### src/rtl/mem_arbiter.sv
// Arbiter that shares one word-addressed memory between the fetch port and the data port.
// Data has priority; a saturating starvation counter forces a fetch grant after STARVE_LIMIT denials.
//
// state     | meaning
// ----------+----------------------------------------------------------
// RESP_IDLE | no response this cycle
// RESP_IF   | fetch response presented (if_resp_valid pulse)
// RESP_D    | data response presented (d_resp_valid pulse)
module mem_arbiter #(
    parameter int MEM_DEPTH    = 8192,
    parameter int STARVE_LIMIT = 4
) (
    input  logic        clock,
    input  logic        reset,
    input  logic        if_req_valid,
    input  logic [31:0] if_req_addr,
    output logic        if_req_ready,
    output logic        if_resp_valid,
    output logic [31:0] if_resp_data,
    output logic        if_resp_err,
    input  logic        d_req_valid,
    input  logic        d_req_we,
    input  logic [31:0] d_req_addr,
    input  logic [31:0] d_req_wdata,
    output logic        d_req_ready,
    output logic        d_resp_valid,
    output logic [31:0] d_resp_data,
    output logic        d_resp_err,
    output logic        mem_we,
    output logic [31:0] mem_addr,
    output logic [31:0] mem_wdata,
    input  logic [31:0] mem_rdata,
    output logic        fetch_starved
);

    localparam logic [29:0] DEPTH_W = 30'(MEM_DEPTH);
    localparam logic [3:0]  LIMIT_W = 4'(STARVE_LIMIT);

    typedef enum logic [1:0] {
        RESP_IDLE = 2'd0,
        RESP_IF   = 2'd1,
        RESP_D    = 2'd2
    } resp_state_t;

    resp_state_t resp_state;
    resp_state_t resp_state_nxt;
    logic [31:0] resp_data_q;
    logic [31:0] resp_data_nxt;
    logic        resp_err_q;
    logic        resp_err_nxt;
    logic [3:0]  starve_cnt;
    logic [3:0]  starve_cnt_nxt;

    logic        grant_if;
    logic        grant_d;
    logic        if_legal;
    logic        d_legal;

    always_comb begin
        if_legal = (if_req_addr[1:0] == 2'b00) && (if_req_addr[31:2] < DEPTH_W);
        d_legal  = (d_req_addr[1:0] == 2'b00) && (d_req_addr[31:2] < DEPTH_W);
    end

    // Data yields only when the fetch side has hit the limit and is actually waiting.
    always_comb begin
        grant_d  = !reset && d_req_valid && ((starve_cnt < LIMIT_W) || !if_req_valid);
        grant_if = !reset && if_req_valid && !grant_d;
    end

    always_comb begin
        if_req_ready  = grant_if;
        d_req_ready   = grant_d;
        fetch_starved = (starve_cnt == LIMIT_W);
        mem_we        = grant_d && d_req_we && d_legal;
        mem_addr      = 32'h0;
        mem_wdata     = 32'h0;
        if (grant_d) begin
            mem_addr  = d_req_addr;
            mem_wdata = d_req_wdata;
        end else if (grant_if) begin
            mem_addr  = if_req_addr;
        end
    end

    always_comb begin
        resp_state_nxt = RESP_IDLE;
        resp_data_nxt  = 32'h0;
        resp_err_nxt   = 1'b0;
        if (grant_if) begin
            resp_state_nxt = RESP_IF;
            resp_err_nxt   = !if_legal;
            if (if_legal) begin
                resp_data_nxt = mem_rdata;
            end
        end else if (grant_d) begin
            resp_state_nxt = RESP_D;
            resp_err_nxt   = !d_legal;
            if (d_legal && !d_req_we) begin
                resp_data_nxt = mem_rdata;
            end
        end
    end

    always_comb begin
        starve_cnt_nxt = starve_cnt;
        if (!if_req_valid || grant_if) begin
            starve_cnt_nxt = 4'd0;
        end else if (starve_cnt < LIMIT_W) begin
            starve_cnt_nxt = starve_cnt + 4'd1;
        end
    end

    always_ff @(posedge clock) begin
        if (reset) begin
            resp_state  <= RESP_IDLE;
            resp_data_q <= 32'h0;
            resp_err_q  <= 1'b0;
            starve_cnt  <= 4'd0;
        end else begin
            resp_state  <= resp_state_nxt;
            resp_data_q <= resp_data_nxt;
            resp_err_q  <= resp_err_nxt;
            starve_cnt  <= starve_cnt_nxt;
        end
    end

    // One shared response register; the state steers it to exactly one port.
    always_comb begin
        if_resp_valid = (resp_state == RESP_IF);
        d_resp_valid  = (resp_state == RESP_D);
        if_resp_data  = if_resp_valid ? resp_data_q : 32'h0;
        if_resp_err   = if_resp_valid && resp_err_q;
        d_resp_data   = d_resp_valid ? resp_data_q : 32'h0;
        d_resp_err    = d_resp_valid && resp_err_q;
    end

endmodule

### config.mk
export PLATFORM = sky130hd
export DESIGN_NAME = mem_arbiter
export DESIGN_NICKNAME = d
export VERILOG_FILES = /design/src/rtl/mem_arbiter.sv
export SDC_FILE = /design/constraint.sdc
export NUM_CORES = 1
export LEC_CHECK = 0
export CAP_MARGIN = 30
export CORE_AREA = 3 3 102 104
export CTS_BUF_LIST = sky130_fd_sc_hd__clkbuf_8
export CTS_CLUSTER_SIZE = 40
export DETAILED_ROUTE_END_ITERATION = 7
export DIE_AREA = 0 0 105 107
export PLACE_DENSITY = 0.75
export SLEW_MARGIN = 5
export SYNTH_ARGS = -nofsm -noshare
export SYNTH_HDL_FRONTEND = slang
export SYNTH_SLANG_ARGS = --single-unit
### constraint.sdc
create_clock -name clock -period 4.61 [get_ports clock]
set_clock_uncertainty 0.1 [all_clocks]
set_input_delay 0.922 -clock clock [delete_from_list [all_inputs] [get_ports clock]]
set_output_delay 0.922 -clock clock [all_outputs]
set_load 0.02 [all_outputs]
==> flow_metrics.tcl, run 1 <==
set metrics [dict create \
    outcome "finished, final reports clean" \
    drv_slew 0 \
    slowest_stage "clkdlybuf4s50_1" \
    die_area_sq_um 11200 \
    worst_path_most_repeated_cell "clkdlybuf4s50_1" \
    holdPathEnd "starve_cnt[0]$_SDFFE_PP0P_" \
    worst_path_largest_cell_delay_ns 0.60 \
    timing.setup.critical_path_class "primary input to output pin" \
    hold_depth 1 \
    final_nets 692 \
    wl_per_cell_microns 15.5 \
    critical_path.cell_chain "clkdlybuf4s50_1, nor4_1, nand4_1, nor2_1, and3_1, clkdlybuf4s50_1" \
    reg2reg_to "resp_data_q[27]$_SDFF_PP0_" \
    dp_hpwl_microns 8990 \
    htree_levels 2 \
    netlist_area_sq_um 2550 \
    setup_tns_ns 0 \
    first_global_vias 3134 \
    clk_latency_ns 0.28 \
    tightestPinTransition_ns 0.964 \
    cts_resized 0 \
    rows 36 \
    hp-start "starve_cnt[0]$_SDFFE_PP0P_" \
    p_switching_mw 0.235 \
    finalCritPeriodShare 0.871 \
    rrSetupSlack_ns 2.72 \
    hold_violations 0 \
    syn_avg_cell_area_sq_um 8.40 \
    cts.clk_slew.worst_paths_ns 0.07 \
    setup-violations-final 0 \
    start_util 0.264 \
    antenna_left 0 \
    holdCritPathClass "flip-flop to flip-flop" \
    powerDensity_nw_per_um2 178 \
    antennaDiodeCount 0 \
    core_area_sq_um 9640 \
    crit_fanout 2 \
    final_cell_mix "clkdlybuf4s50_1, and2_1, dfxtp_1, and3_1, nand2b_1" \
    maxCapViolCount 0 \
    critPathLaunch "d_req_addr[30]" \
    cts_buffer_depth 2 \
    share_seq_of_total_power 0.352 \
    cp.required_ns 3.59 \
    hold_ws_ns 0.361 \
    grt_pass1_wl_microns 16100 \
    num_io_pins 269 \
    wl_microns 10700 \
    synth.distinct_cells 28 \
    slew_headroom 0.355 \
    viasPerCell 4.50 \
    clock.fmax_ghz 0.249 \
    async_flop_share 0 \
    port_buffers 268 \
    pwr-share-comb 0.309 \
    postCtsHoldBufs 0 \
    synth_area_leaders "dfxtp_1, and2_1, a22o_1" \
    switching_share 0.242 \
    antenna_found_initial 0 \
    r2r_cells 4 \
    dieWidth_microns 105 \
    grt_usage 0.178 \
    drc 0 \
    dr.first_iter.drc_count 89 \
    vias 3111 \
    root_buffer "clkbuf_8" \
    syn_inst 303 \
    grt_max_degree 36 \
    ys_seq_area_frac 0.307 \
    cts_buffers 5 \
    fill_cells 912 \
    synth_seq_cells 39 \
    fp.dieH_microns 107 \
    grt_overflow 0 \
    numClockSinks 39 \
    postCtsSetupRepairBufs 0 \
    worst_ir_drop_vdd_mv 0.130 \
    worstReg2RegStart "starve_cnt[2]$_SDFFE_PP0P_" \
    synth_edf_count 0 \
    yosysTopAreaCellShare 0.307 \
    p_clk_frac 0.339 \
    yosysTopAreaCell "dfxtp_1" \
    end_kind "output pin" \
    gp_congestion 0.785 \
    syn2layout_area_growth_pct 114 \
    synth_ff_type "dfxtp_1" \
    p_leak_nw 2.09 \
    period_minus_slack_ns 4.02 \
    rsz0062_at_grt "false" \
    dr.pass1.iters 4 \
    internal-power_mw 0.734 \
    tritoncts "yes" \
    yosysWarnings 0 \
    critical_path_arrival_ns 3.00 \
    final_common_cell "clkdlybuf4s50_1" \
    critPathLaunchType "primary input" \
    drive_above_1_share 0.0914 \
    synth_nets 438 \
]
registers in the layout (all words and copies together) (netlist names):
signal and flops:
resp_err_q 1, resp_data_q 32, resp_state 2, starve_cnt 4
layout make-up:
class | instances | area [sq um] | share of cell area
Clock inverter | 3 | 63.8 | 0.0117
Tap cell | 133 | 166 | 0.0305
Sequential cell | 39 | 781 | 0.143
Clock buffer | 5 | 68.8 | 0.0126
Timing Repair Buffer | 275 | 2740 | 0.503
Inverter | 6 | 22.5 | 0.00413
Multi-Input combinational cell | 230 | 1610 | 0.295
worst max-delay path: cells and delay by family:
kind / cells / cell delay (ns)
AND/OR/NAND/NOR: 4 / 1.05
buffers and inverters: 2 / 1.03
synth_stat cells, drive strengths merged (3+ instances only):
library cell and count:
a21oi 34, a22o 32, and2 66, and3 33, buf 7, clkbuf 21
dfxtp 39, inv 5, nand2b 33, nor2 7, nor2b 3, nor4 3
or4 6
layer usage:
metal | track usage | vias to the layer above | part of all wire
met5 | 0 | - | 0
met4 | 0.0609 | 0 | 0.025
met3 | 0.0476 | 20 | 0.075
met2 | 0.346 | 171 | 0.53
met1 | 0.182 | 1373 | 0.37
li1 | - | 1547 | -
power by group through the flow:
stage	clock network (mW)	logic, mW	registers [mW]
6_report	0.328	0.299	0.341
5_1_grt	0.353	0.317	0.341
4_1_cts	0.338	0.300	0.341
3_5_place_dp	0	0.299	0.349
3_3_place_gp	0	0.296	0.349
2_1_floorplan	0	0.105	0.348
through the flow:
step | setup WS, ns | util | cell area, sq um | power [mW] | cells
after floorplan | 1.39 | - | 2550 | 0.453 | 303
after global placement | 0.499 | 0.550 | 5300 | 0.645 | 682
after detailed placement | 0.491 | 0.550 | 5300 | 0.648 | 682
after CTS | 0.484 | 0.564 | 5440 | 0.979 | 690
after global routing | 0.464 | 0.565 | 5450 | 1.01 | 691
final | 0.593 | 0.565 | 5450 | 0.968 | 691
cell families (layout without fill, tap and decap cells):
logic type	Yosys count	count (layout)	share of synthesized area
flops	39	39	0.307
fa+ha+maj	2	2	0.00983
simple gates	159	159	0.389
buf+inv	34	289	0.0663
other cells	1	1	0.00147
compound gates	68	68	0.227
how the worst max path moves through the flow:
stage | endpoint | depth (start not counted)
global route | mem_addr[20] | 7
floorplan | mem_we | 5
CTS | mem_we | 6
global placement | mem_we | 6
finish | mem_we | 6
detailed placement | mem_we | 6
(Power assumes the default switching activity.)
==> run 2: changes to the inputs <==
Settings changed: RECOVER_POWER set to 50.
==> flow_metrics.tcl, run 2 (same netlist as run 1, synthesis figures left out) <==
set metrics [dict create \
    top_regs "resp_data_q (32), starve_cnt (4), resp_state (2)" \
    drc 0 \
    failed_checks "max-capacitance violations, max-slew violations" \
    syn2layout_area_growth_pct 113 \
    dieWidth_microns 105 \
    period_minus_slack_ns 4.13 \
    p_leak_nw 2.20 \
    critical_path.endpoint "mem_we" \
    powerDensity_nw_per_um2 179 \
    dr.pass1.iters 5 \
    largest_register "resp_data_q" \
    slew_headroom -0.115 \
    maxCapViolCount 2 \
    tritoncts "yes" \
    cp.required_ns 3.59 \
    end_kind "output pin" \
    hold_ws_ns 0.362 \
    clock.fmax_ghz 0.242 \
    drive_above_1_share 0.0717 \
    gp_congestion 0.785 \
    hold_violations 0 \
    cts.clk_slew.worst_paths_ns 0.07 \
    wl_microns 10700 \
    die_area_sq_um 11200 \
    fill_cells 920 \
    antennaDiodeCount 0 \
    cp_top_family "buffers and inverters" \
    viasPerCell 4.54 \
    rows 36 \
    worstReg2RegStart "starve_cnt[2]$_SDFFE_PP0P_" \
    grt_max_degree 36 \
    clk_latency_ns 0.28 \
    port_buffers 268 \
    tightestPinTransition_ns 1.67 \
    rsz0062_at_grt "false" \
    antenna_left 0 \
    p_total_mw 0.967 \
    core_area_sq_um 9640 \
    holdCritPathClass "flip-flop to flip-flop" \
    final_nets 692 \
    instances_no_fill 691 \
    antenna_found_initial 0 \
    finalCritPeriodShare 0.896 \
    cts_buffers 5 \
    dr.first_iter.drc_count 93 \
    grt_overflow 0 \
    final_cell_mix "clkdlybuf4s50_1, and2_1, dfxtp_1, dlygate4sd3_1" \
    outcome "finished, violations left" \
    grt_usage 0.178 \
    grt_pass1_wl_microns 16100 \
    largest_register_ff_count 32 \
    num_io_pins 269 \
    worst_ir_drop_vdd_mv 0.130 \
    vias 3134 \
    slowest_stage "clkdlybuf4s50_1" \
    numClockSinks 39 \
    htree_levels 2 \
    start_util 0.264 \
    dp_cells 682 \
    timing.setup.critical_path_class "primary input to output pin" \
    setup_tns_ns 0 \
    drv_slew 68 \
    final_common_cell "clkdlybuf4s50_1" \
    wl_per_cell_microns 15.5 \
    utilization 0.561 \
    r2r_cells 4 \
    cts_resized 0 \
    postCtsSetupRepairBufs 0 \
    setup-violations-final 0 \
    worst_path_largest_cell_delay_ns 0.60 \
    cts_buffer_depth 2 \
    crit_fanout 2 \
    critical_path_arrival_ns 3.11 \
    critPathLaunch "d_req_addr[30]" \
    fp.dieH_microns 107 \
    dp_hpwl_microns 8990 \
    rrSetupSlack_ns 2.18 \
    critical_path.cell_chain "dlygate4sd3_1, nor4_1, nand4_1, nor2_1, and3_1, clkdlybuf4s50_1" \
    cp.depth 6 \
    postCtsHoldBufs 0 \
    first_global_vias 3134 \
    reg2reg_to "resp_data_q[21]$_SDFF_PP0_" \
    root_buffer "clkbuf_8" \
    critPathBufInv 2 \
    critPathLaunchType "primary input" \
]
-- run 2: cell types whose count changed in the layout (fill, tap and decap cells not counted), moves of 8 or more --
cell,previous run,this run
a21oi_1,3,11
a21oi_2,31,23
and2_0,0,12
and2_1,66,54
clkdlybuf4s50_1,268,230
dlygate4sd3_1,0,38
-- run 2: stage by stage --
step,worst slack (ns),cell area [sq um]
2_1_floorplan,1.39,2550
3_3_place_gp,0.499,5300
3_5_place_dp,0.491,5300
4_1_cts,0.484,5440
5_1_grt,0.351,5410
6_report,0.480,5410
-- run 2: cell type report --
type / instances / area (sq um) / area share
repair buffers: 275 / 2740 / 0.507
multi-input cells: 230 / 1570 / 0.289
flip-flops and latches: 39 / 781 / 0.144
well taps: 133 / 166 / 0.0308
clock buffers: 5 / 68.8 / 0.0127
clock inverters: 3 / 63.8 / 0.0118
inverters: 6 / 22.5 / 0.00416
-- run 2: worst min path at each step --
stage               cells past startpoint                       start  slack, ns                         end
detailed placement                      1  starve_cnt[0]$_SDFFE_PP0P_       0.36  starve_cnt[0]$_SDFFE_PP0P_
CTS                                     1  starve_cnt[0]$_SDFFE_PP0P_       0.37  starve_cnt[0]$_SDFFE_PP0P_
finish                                  1  starve_cnt[0]$_SDFFE_PP0P_       0.36  starve_cnt[0]$_SDFFE_PP0P_
floorplan                               1  starve_cnt[0]$_SDFFE_PP0P_       0.32  starve_cnt[0]$_SDFFE_PP0P_
global route                            1  starve_cnt[0]$_SDFFE_PP0P_       0.40  starve_cnt[0]$_SDFFE_PP0P_
global placement                        1  starve_cnt[0]$_SDFFE_PP0P_       0.33  starve_cnt[0]$_SDFFE_PP0P_
-- run 2: worst register-to-register path: cells and delay by family, from the launching register on --
kind	cells	cell delay [ns]
AND/OR/NAND/NOR	2	1.34
flip-flops	1	0.33
AO/OA/AOI/OAI	2	0.59
-- run 2: layer usage --
| layer | global-route usage | part of all wire | vias up |
|---|---|---|---|
| li1 | - | - | 1548 |
| met1 | 0.182 | 0.37 | 1394 |
| met2 | 0.346 | 0.53 | 172 |
| met3 | 0.0476 | 0.076 | 20 |
| met4 | 0.0609 | 0.025 | 0 |
| met5 | 0 | 0 | - |
-- run 2: report_power, final --
| group | total (mW) | leakage, nW | internal [mW] | switching, mW |
|---|---|---|---|---|
| combinational | 0.298 | 1.82 | 0.180 | 0.118 |
| sequential | 0.341 | 0.315 | 0.339 | 0.00160 |
| clock | 0.328 | 0.0695 | 0.214 | 0.114 |
==> run 3: changes to the inputs <==
Settings changed: CELL_PAD_IN_SITES_DETAIL_PLACEMENT set to 1, CELL_PAD_IN_SITES_GLOBAL_PLACEMENT set to 1, CORE_AREA 3 3 102 104 to unset, CORE_MARGIN set to 3, CORE_UTILIZATION set to 20, DIE_AREA 0 0 105 107 to unset, PLACE_DENSITY 0.75 to unset, PLACE_DENSITY_LB_ADDON set to 0.1.
==> flow_metrics.tcl, run 3 (same netlist as run 1, synthesis figures left out) <==
set metrics [dict create \
    hold_ws_ns 0.368 \
    critPathBufInv 4 \
    wl_per_cell_microns 17.0 \
    grt_pass1_wl_microns 18700 \
    maxCapViolCount 1 \
    vias 3187 \
    cts_buffers 5 \
    dp_hpwl_microns 10200 \
    p_switching_mw 0.241 \
    dieWidth_microns 119 \
    num_io_pins 269 \
    share_seq_of_total_power 0.364 \
    dr.pass1.iters 4 \
    dr.first_iter.drc_count 89 \
    rsz0062_at_grt "false" \
    wl_microns 12300 \
    antenna_found_initial 0 \
    grt_max_degree 36 \
    p_leak_nw 2.23 \
    top_regs "resp_data_q (32), starve_cnt (4), resp_state (2)" \
    cts.clk_slew.worst_paths_ns 0.08 \
    slowest_stage "dlygate4sd3_1" \
    antennaDiodeCount 0 \
    tritoncts "yes" \
    final_nets 693 \
    critical_path.cell_chain "dlygate4sd3_1, nor2b_1, nand2_1, clkinv_1, buf_4, a22o_1, clkdlybuf4s50_1" \
    cp.required_ns 3.59 \
    worst_ir_drop_vdd_mv 0.121 \
    clock.fmax_ghz 0.240 \
    worst_path_largest_cell_delay_ns 0.66 \
    core_area_sq_um 12200 \
    grt_usage 0.166 \
    end_kind "output pin" \
    grt-busiest-layer "met2" \
    powerDensity_nw_per_um2 172 \
    clk_latency_ns 0.28 \
    switching_share 0.258 \
    outcome "finished, violations left" \
    largest_register_ff_count 32 \
    drc 0 \
    setup-violations-final 0 \
    use_met3 0.0513 \
    cts_buffer_depth 2 \
    fp.dieH_microns 119 \
    final_common_cell "clkdlybuf4s50_1" \
    drv_slew 33 \
    internal-power_mw 0.693 \
    grtUsageMet1 0.175 \
    root_buffer "clkbuf_8" \
    hold_violations 0 \
    antenna_left 0 \
    tightestPinTransition_ns 1.64 \
    failed_checks "max-capacitance violations, max-slew violations" \
    postCtsSetupRepairBufs 0 \
    timing.setup.critical_path_class "primary input to output pin" \
    port_buffers 268 \
    grt.met2_usage 0.318 \
    die_area_sq_um 14100 \
    htree_levels 2 \
    cp_top_family "buffers and inverters" \
    cts_resized 0 \
    start_util 0.209 \
    first_global_vias 3428 \
    syn2layout_area_growth_pct 113 \
    holdCritPathClass "flip-flop to flip-flop" \
    critPathLaunchType "primary input" \
    period_minus_slack_ns 4.17 \
    finalCritPeriodShare 0.905 \
    postCtsHoldBufs 0 \
    p_clk_frac 0.316 \
    rows 40 \
    setup_tns_ns 0 \
    gp_congestion 0.795 \
    grt_overflow 0 \
    drive_above_1_share 0.0644 \
    final_cell_mix "clkdlybuf4s50_1, and2_1, dlygate4sd3_1, dfxtp_1" \
    pwr-share-comb 0.320 \
    largest_register "resp_data_q" \
    numClockSinks 39 \
    crit_fanout 34 \
    viasPerCell 4.38 \
    critical_path_arrival_ns 3.15 \
    slew_headroom -0.0906 \
]
-- run 3: path summary, 6_finish.rpt --
check	startpoint	end	slack, ns	cells past startpoint
max	reset	mem_addr[23]	0.44	7
min	starve_cnt[0]$_SDFFE_PP0P_	starve_cnt[0]$_SDFFE_PP0P_	0.37	1
max reg2reg	starve_cnt[2]$_SDFFE_PP0P_	resp_data_q[1]$_SDFF_PP0_	2.13	4
min reg2reg	starve_cnt[0]$_SDFFE_PP0P_	starve_cnt[0]$_SDFFE_PP0P_	0.37	1
-- run 3: through the flow --
stage                     worst slack, ns  total power, mW  utilization  instances  area (sq um)
after floorplan                      1.39            0.453            -        303          2550
after global placement              0.488            0.648        0.438        717          5350
after detailed placement            0.440            0.654        0.440        719          5380
after CTS                           0.435            0.953        0.450        727          5490
after global routing                0.264            0.981        0.444        727          5420
final                               0.439            0.934        0.444        727          5420
-- run 3: layout make-up --
type	instances	area (sq um)
timing repair buffer	276	2740
fill	1475	6790
tap	168	210
clock inverter	2	35.0
inverter	6	22.5
clock buffer	6	82.6
sequential	39	781
multi-input combinational	230	1550
-- run 3: power by group through the flow --
stage	Sequential (mW)	Combinational, mW	Clock, mW
2_1_floorplan	0.348	0.105	0
3_3_place_gp	0.348	0.299	0
3_5_place_dp	0.348	0.306	0
4_1_cts	0.340	0.307	0.305
5_1_grt	0.341	0.318	0.322
6_report	0.340	0.299	0.295
-- run 3: per-layer routing --
layer,vias to the layer above,wire (microns)
li1,1550,-
met1,1475,4630
met2,149,6490
met3,13,980
met4,0,226
met5,-,0
